$ cat config.mk
export PLATFORM = sky130hd
export DESIGN_NAME = arith_op_sequencer_flat
export DESIGN_NICKNAME = d
export VERILOG_FILES = /design/src/rtl/arith_op_sequencer_if.sv /design/src/rtl/arith_op_sequencer.sv /design/src/flat_wrapper.sv
export SDC_FILE = /design/constraint.sdc
export NUM_CORES = 1
export LEC_CHECK = 0
export ABC_AREA = 0
export CAP_MARGIN = 25
export CORE_ASPECT_RATIO = 1.2
export CORE_MARGIN = 1.5
export CORE_UTILIZATION = 48
export DETAILED_ROUTE_END_ITERATION = 10
export GPL_TIMING_DRIVEN = 0
export PLACE_DENSITY = 0.86
export SLEW_MARGIN = 10
export SYNTH_ARGS = -nofsm -noshare
export SYNTH_HDL_FRONTEND = slang
export SYNTH_SLANG_ARGS = --single-unit
$ cat constraint.sdc
create_clock -name clk -period 4.49 [get_ports clk]
set_input_delay 0.449 -clock clk [delete_from_list [all_inputs] [get_ports clk]]
set_output_delay 0.449 -clock clk [all_outputs]
set_load 0.01 [all_outputs]
$ cat src/rtl/arith_op_sequencer_if.sv
// ---------------------------------------------------------------------------
// arith_op_sequencer_if
// Handshake bus between the operation sequencer and the shared fixed/floating
// add/multiply datapath.
//
// Signals:
//   num1, num2   operand A / operand B              (sequencer -> unit)
//   op           {fixed, mult} operation select     (sequencer -> unit)
//   op_start     one-cycle start pulse              (sequencer -> unit)
//   op_done      result valid                       (unit -> sequencer)
//   op_result    16-bit result                      (unit -> sequencer)
//   op_overflow  overflow flag                      (unit -> sequencer)
//
// Modports: master = sequencer side, slave = arithmetic unit side.
// ---------------------------------------------------------------------------
interface arith_op_sequencer_if;
   logic [15:0] num1;
   logic [15:0] num2;
   logic [1:0]  op;
   logic        op_start;
   logic        op_done;
   logic [15:0] op_result;
   logic        op_overflow;

   modport master (
      output num1, num2, op, op_start,
      input  op_done, op_result, op_overflow
   );

   modport slave (
      input  num1, num2, op, op_start,
      output op_done, op_result, op_overflow
   );
endinterface

$ cat src/rtl/arith_op_sequencer.sv
// ---------------------------------------------------------------------------
// arith_op_sequencer
// Collects two 16-bit operands from the switches on successive button presses,
// then an operation select, starts the selected arithmetic unit, waits for its
// done handshake (with timeout) and registers result/overflow for display.
//
// Ports:
//   clk, rst         clock, synchronous active-high reset
//   sw[15:0]         operand switches
//   FlA/FlM/FiA/FiM  debounced level buttons (float add/mul, fixed add/mul)
//   unit             arith_op_sequencer_if.master (operands, op, start, done)
//   result[15:0]     registered final result (0xFFFF on timeout)
//   overflow         registered overflow, also set on timeout
//   result_valid     high only in RESULT
//   timeout          high in RESULT when the operation timed out
//   state[2:0]       FSM state: IDLE=0 WAIT_B=1 WAIT_OP=2 EXEC=3 RESULT=4
//
// Optional feature macro: ACCUMULATE_EN
//   When defined, a fixed-point press (FiA/FiM) in a non-timed-out RESULT
//   chains: num1<=result, num2<=sw, and the FSM goes straight to WAIT_OP.
// ---------------------------------------------------------------------------
module arith_op_sequencer #(
   parameter int TIMEOUT_CYCLES = 16,
   parameter int CNT_W          = 5
) (
   input  logic                 clk,
   input  logic                 rst,
   input  logic [15:0]          sw,
   input  logic                 FlA,
   input  logic                 FlM,
   input  logic                 FiA,
   input  logic                 FiM,
   arith_op_sequencer_if.master unit,
   output logic [15:0]          result,
   output logic                 overflow,
   output logic                 result_valid,
   output logic                 timeout,
   output logic [2:0]           state
);

   typedef enum logic [2:0] {
      IDLE    = 3'd0,
      WAIT_B  = 3'd1,
      WAIT_OP = 3'd2,
      EXEC    = 3'd3,
      RESULT  = 3'd4
   } state_t;

   localparam logic [CNT_W-1:0] CNT_LAST = CNT_W'(TIMEOUT_CYCLES - 1);

   state_t           state_q;
   logic [15:0]      num1_q, num2_q, result_q;
   logic [1:0]       op_q;
   logic             op_start_q, overflow_q, result_valid_q, timeout_q;
   logic             any_q;
   logic [CNT_W-1:0] cnt_q;

   logic             any_d;
   logic             press_d;
   logic [1:0]       op_d;

   // Rising edge of "any button": a held or multi-button press counts once.
   assign any_d   = FlA | FlM | FiA | FiM;
   assign press_d = any_d & ~any_q;

   // Priority FiM > FiA > FlM > FlA when several buttons are high together.
   assign op_d = FiM ? 2'b11 :
                 FiA ? 2'b10 :
                 FlM ? 2'b01 : 2'b00;

   // NOTE: all state below uses non-blocking assignments so every register
   // samples pre-edge values; blocking here would create order-dependent logic.
   always_ff @(posedge clk) begin
      if (rst) begin
         state_q        <= IDLE;
         num1_q         <= '0;
         num2_q         <= '0;
         op_q           <= 2'b00;
         op_start_q     <= 1'b0;
         result_q       <= '0;
         overflow_q     <= 1'b0;
         result_valid_q <= 1'b0;
         timeout_q      <= 1'b0;
         any_q          <= 1'b0;
         cnt_q          <= '0;
      end else begin
         any_q      <= any_d;
         op_start_q <= 1'b0;  // start is a single-cycle pulse
         case (state_q)
            IDLE: begin
               if (press_d) begin
                  num1_q  <= sw;
                  state_q <= WAIT_B;
               end
            end
            WAIT_B: begin
               if (press_d) begin
                  num2_q  <= sw;
                  state_q <= WAIT_OP;
               end
            end
            WAIT_OP: begin
               if (press_d) begin
                  op_q       <= op_d;
                  cnt_q      <= '0;
                  op_start_q <= 1'b1;
                  state_q    <= EXEC;
               end
            end
            EXEC: begin
               // op_done is checked first so it wins over a same-cycle timeout.
               if (unit.op_done) begin
                  result_q       <= unit.op_result;
                  overflow_q     <= unit.op_overflow;
                  timeout_q      <= 1'b0;
                  result_valid_q <= 1'b1;
                  state_q        <= RESULT;
               end else if (cnt_q == CNT_LAST) begin
                  result_q       <= 16'hFFFF;
                  overflow_q     <= 1'b1;
                  timeout_q      <= 1'b1;
                  result_valid_q <= 1'b1;
                  state_q        <= RESULT;
               end else begin
                  cnt_q <= cnt_q + CNT_W'(1);
               end
            end
            RESULT: begin
               // result/overflow/timeout hold until the next RESULT entry.
               if (press_d) begin
                  result_valid_q <= 1'b0;
`ifdef ACCUMULATE_EN
                  if ((FiA | FiM) && !timeout_q) begin
                     num1_q  <= result_q;
                     num2_q  <= sw;
                     state_q <= WAIT_OP;
                  end else begin
                     state_q <= IDLE;
                  end
`else
                  state_q <= IDLE;
`endif
               end
            end
            default: begin
               result_valid_q <= 1'b0;
               state_q        <= IDLE;
            end
         endcase
      end
   end

   assign unit.num1     = num1_q;
   assign unit.num2     = num2_q;
   assign unit.op       = op_q;
   assign unit.op_start = op_start_q;
   assign result        = result_q;
   assign overflow      = overflow_q;
   assign result_valid  = result_valid_q;
   assign timeout       = timeout_q;
   assign state         = state_q;

endmodule
$ cat src/flat_wrapper.sv
// flat-port wrapper written by rule: the top's interface ports become plain ports
module arith_op_sequencer_flat 
#(
   parameter int TIMEOUT_CYCLES = 16,
   parameter int CNT_W          = 5
)
  (clk, rst, sw, FlA, FlM, FiA, FiM, result, overflow, result_valid, timeout, state, unit_num1, unit_num2, unit_op, unit_op_start, unit_op_done, unit_op_result, unit_op_overflow);
  arith_op_sequencer_if unit_i ();
  input  logic clk;
  input  logic rst;
  input  logic [15:0] sw;
  input  logic FlA;
  input  logic FlM;
  input  logic FiA;
  input  logic FiM;
  output logic [15:0] result;
  output logic overflow;
  output logic result_valid;
  output logic timeout;
  output logic [2:0] state;
  output wire logic [$bits(unit_i.num1)-1:0] unit_num1;
  output wire logic [$bits(unit_i.num2)-1:0] unit_num2;
  output wire logic [$bits(unit_i.op)-1:0] unit_op;
  output wire logic [$bits(unit_i.op_start)-1:0] unit_op_start;
  input wire logic [$bits(unit_i.op_done)-1:0] unit_op_done;
  input wire logic [$bits(unit_i.op_result)-1:0] unit_op_result;
  input wire logic [$bits(unit_i.op_overflow)-1:0] unit_op_overflow;
  assign unit_num1 = unit_i.num1;
  assign unit_num2 = unit_i.num2;
  assign unit_op = unit_i.op;
  assign unit_op_start = unit_i.op_start;
  assign unit_i.op_done = unit_op_done;
  assign unit_i.op_result = unit_op_result;
  assign unit_i.op_overflow = unit_op_overflow;
  arith_op_sequencer #(.TIMEOUT_CYCLES(TIMEOUT_CYCLES), .CNT_W(CNT_W)) u_core (.clk(clk), .rst(rst), .sw(sw), .FlA(FlA), .FlM(FlM), .FiA(FiA), .FiM(FiM), .unit(unit_i), .result(result), .overflow(overflow), .result_valid(result_valid), .timeout(timeout), .state(state));
endmodule
==> results.md <==
* Crit Path Class: reg -> reg
* # DRC at 0
* Layout Skew at 0.00627 ns
* RePlAce Congestion at ~0.83
* Setup tns final at 0 ns
* Starting density of the core at approximately half
* Worst path arrival time at approximately 2.2 ns
* Worst path required time at between 4 and 5 ns
* Post-Syn Instances at about 310
* # rows at 29
* Hold Crit Endpoint: u_core.unit.num1[9]
* Detailed-placement wirelength estimate at 5450 um
* Die Wd at between 70 and 80 um
* H-tree levels at 3
* Ys Warns at 0
* Min-Delay Path Class: reg -> reg
* Period utilization at approximately 45%
* Initial antenna violation count at 0
* Core Region at between 5000 and 6000 um2
* Critical-path top delay cell: dfxtp_1
* GRT overflow at 0
* RSZ-0062 raised after global routing: false
* Setup Buffers After CTS at 0
* Clock transition time at the flip-flop clock pins of the worst setup and hold paths at 0.07 ns
* Clk pwr share at roughly two fifths
* Yosys reg bits at 63
* Crit-path max FO at 10
* Comb pwr share at 14.7%
* Final min period at between 2 and 2.5 ns
* PostCTS Resize Cnt at 0
* Sequential fraction of the synthesis area at around 48%
* Hold depth at 2
* Cell variety after synth at 38
* Final setup viols at 0
* Share of power burned in registers at ~44%
* Fill count at ~420
* Status: finished, final reports clean
* Avg WL per Cell at between 15 and 20 um
* Sink Count at 63
* Clock root buffer master: clkbuf_8
* Fmax at about 500 MHz
* Leak at about 1.4 nW
* Initial DRT Pass Iterations at 4
* Max VDD drop at between 0.2 and 0.3 mV
* Final Hold Vio Count at 0
* Synthesized area at 2640 um2
* Die Span Y at roughly 84 um
* Largest net degree at the start of global routing at 12
* FF-to-FF End: u_core.result[4]
* Routed via count at between 2,000 and 3,000
* Area grow syn2layout at 47.7%
* # Max-Cap Violations at 0
* Hold_ws at approximately 0.48 ns
* Transition time of the tightest slew-check pin at around 0.48 ns
* Skew-Pair Late Insertion Delay at 0.33 ns
* Sw frac at between 20% and 30%
* Crit-path max cell delay at 0.36 ns
* Iter 0 DRT Violations at about 190
* I/O Buffers at 95
* Crit start category: flop
* Syn nets at 354
* Layout cell share with drive strength beyond 1 at 9.46%
* Worst hold start: u_core.unit.num1[9]
* Critical path endpoint category: flop
* Number of buffers created by CTS at 9
* Post-synthesis average cell area at about 8.5 um2
* Finished Core Util at about 74%
* Final Max Slew Viols at 0
* First-pass GRT wire length at about 13,000 um
* R2R Setup Slk at 2.48 ns
* Power Dens Cells at 349 nW/um2
* TritonCTS clock tree: built
* Fin worst setup slack at between 2 and 2.5 ns
* Top cell by count, worst path: ha_1
* Routed WL at 7650 um
* Net Switching at about 0.00034 W
* Die Area at ~6000 um2
* Pre-CTS WS at around 2.2 ns
* Clk buf depth at 2
* R2R depth at 7
* Diodes inserted at 0
* Nets@finish at 460
* Internal at between 0.001 and 0.0015 W
* Hold Buf Count CTS at 0
* Crit-path cells: ha_1 > and3_1 > ha_1 > or2_2 > clkbuf_1 > a21oi_1 > nor3_1
* CP startpoint: u_core.cnt_q[0]
* Vias per cell at between 5 and 6
* Routed Antenna Nets at 0
* Number of global-route vias before repair at 2,735
* Slew headroom at just under 70%
* Reg-to-reg startpoint: u_core.cnt_q[0]
* Ports at between 90 and 100
* Total track usage at 25.9%
## logic make-up after synthesis
family                     Yosys count  synth area share (%)
buffers and inverters               34                  6.59
adders and majority gates            2                 0.948
and+or+nand+nor                    103                  21.9
AOI/OAI and AO/OA                  110                  22.8
DFF                                 63                  47.8
## worst max-delay path: cells and delay by family, from the launching register on
family / cells / cell delay [ns]
and+or+nand+nor: 3 / 0.57
adders and majority gates: 2 / 0.47
DFF: 1 / 0.36
buffers and inverters: 1 / 0.24
AOI/OAI and AO/OA: 1 / 0.23
## Yosys cell counts
cell       number  area share (%)
a211oi_1        6             1.7
a21oi_1        53              10
a2bb2oi_1       1            0.33
a31oi_1         6             1.4
a32oi_1         2            0.66
and3_1          1            0.24
and3b_1         1            0.33
buf_2          13             2.5
buf_4           2            0.57
buf_6           3             1.3
clkbuf_1       13             1.8
dfxtp_1        63              48
ha_1            2            0.95
inv_1           3            0.43
nand2_1         5            0.71
nand2b_1        2            0.47
nand3_1        32             6.1
nand3b_1        1            0.28
nand4_1         2            0.47
nand4b_1        1            0.33
nor2_1         24             3.4
nor2b_1         3            0.71
nor3_1         19             3.6
nor4_1          1            0.24
nor4_4          2             1.6
nor4b_4         1            0.90
o211ai_1        3            0.85
o21ai_0        28             5.3
o21ai_1         8             1.5
o22ai_1         1            0.24
o31ai_1         1            0.28
o32a_1          1            0.38
or2_2           2            0.47
or3_1           1            0.24
or3b_1          1            0.33
or4_1           2            0.57
or4b_1          1            0.38
or4b_4          1            0.52
## worst max path at each step
stage | cells past startpoint | to
after global placement | 5 | u_core.state[2]
final | 7 | u_core.result[4]
after global routing | 7 | u_core.result_valid
after detailed placement | 5 | u_core.unit.num2[8]
after CTS | 7 | u_core.result_valid
after floorplan | 6 | u_core.cnt_q[4]
## cells in the final DEF, fill, tap and decap left out, types with 3 or more instances in the layout
master           synthesis  routed
a211oi_1                 6       6
a21oi_1                 53      53
a31oi_1                  6       6
buf_2                   13      13
buf_6                    3       3
clkbuf_1                13      13
clkbuf_8                 0      11
clkdlybuf4s50_1          0      95
dfxtp_1                 63      63
inv_1                    3       3
nand2_1                  5       5
nand3_1                 32      32
nor2_1                  24      24
nor2b_1                  3       3
nor3_1                  19      19
o211ai_1                 3       3
o21ai_0                 28      28
o21ai_1                  8       8
## routing by layer
layer  vias up  GRT usage [%]  wire length [um]
li1       1339              -                 -
met1      1337           30.7              3120
met5         -              0                 0
met2       128           43.7              3790
met3        17           7.80               614
met4         0           9.95               129
## sequential cells by signal, indices dropped and copies added, names as in the netlist
signal                cells
u_core.result            16
u_core.unit.num1         16
u_core.unit.num2         16
u_core.cnt_q              5
u_core.state              3
u_core.unit.op            2
u_core.any_q              1
u_core.overflow           1
u_core.result_valid       1
u_core.timeout            1
u_core.unit.op_start      1
## power groups by stage
| stage | logic, W | clock network [W] | registers [W] |
|---|---|---|---|
| final | 0.000200 | 0.000566 | 0.000596 |
| after global routing | 0.000216 | 0.000595 | 0.000598 |
| after CTS | 0.000199 | 0.000565 | 0.000596 |
| after detailed placement | 0.000197 | 0 | 0.000609 |
| after global placement | 0.000193 | 0 | 0.000607 |
| after floorplan | 0.0000837 | 0 | 0.000617 |
## final cells by class
| type | count | area (um2) | area share [%] |
|---|---|---|---|
| buffer | 31 | 163 | 4.17 |
| clock buffer | 11 | 151 | 3.88 |
| clock inverter | 5 | 80.1 | 2.05 |
| inverter | 3 | 11.3 | 0.289 |
| multi-input combinational | 215 | 1200 | 30.9 |
| sequential | 63 | 1260 | 32.3 |
| tap | 62 | 77.6 | 1.99 |
| timing repair buffer | 95 | 951 | 24.4 |
## stage by stage
step | cell area, um2 | total power, W | std cells
global route | 3900 | 0.00141 | 485
CTS | 3900 | 0.00136 | 485
detailed placement | 3670 | 0.000806 | 469
floorplan | 2640 | 0.000700 | 312
finish | 3900 | 0.00136 | 485
global placement | 3670 | 0.000801 | 469
Note: power is estimated with default switching activity, not from simulation.
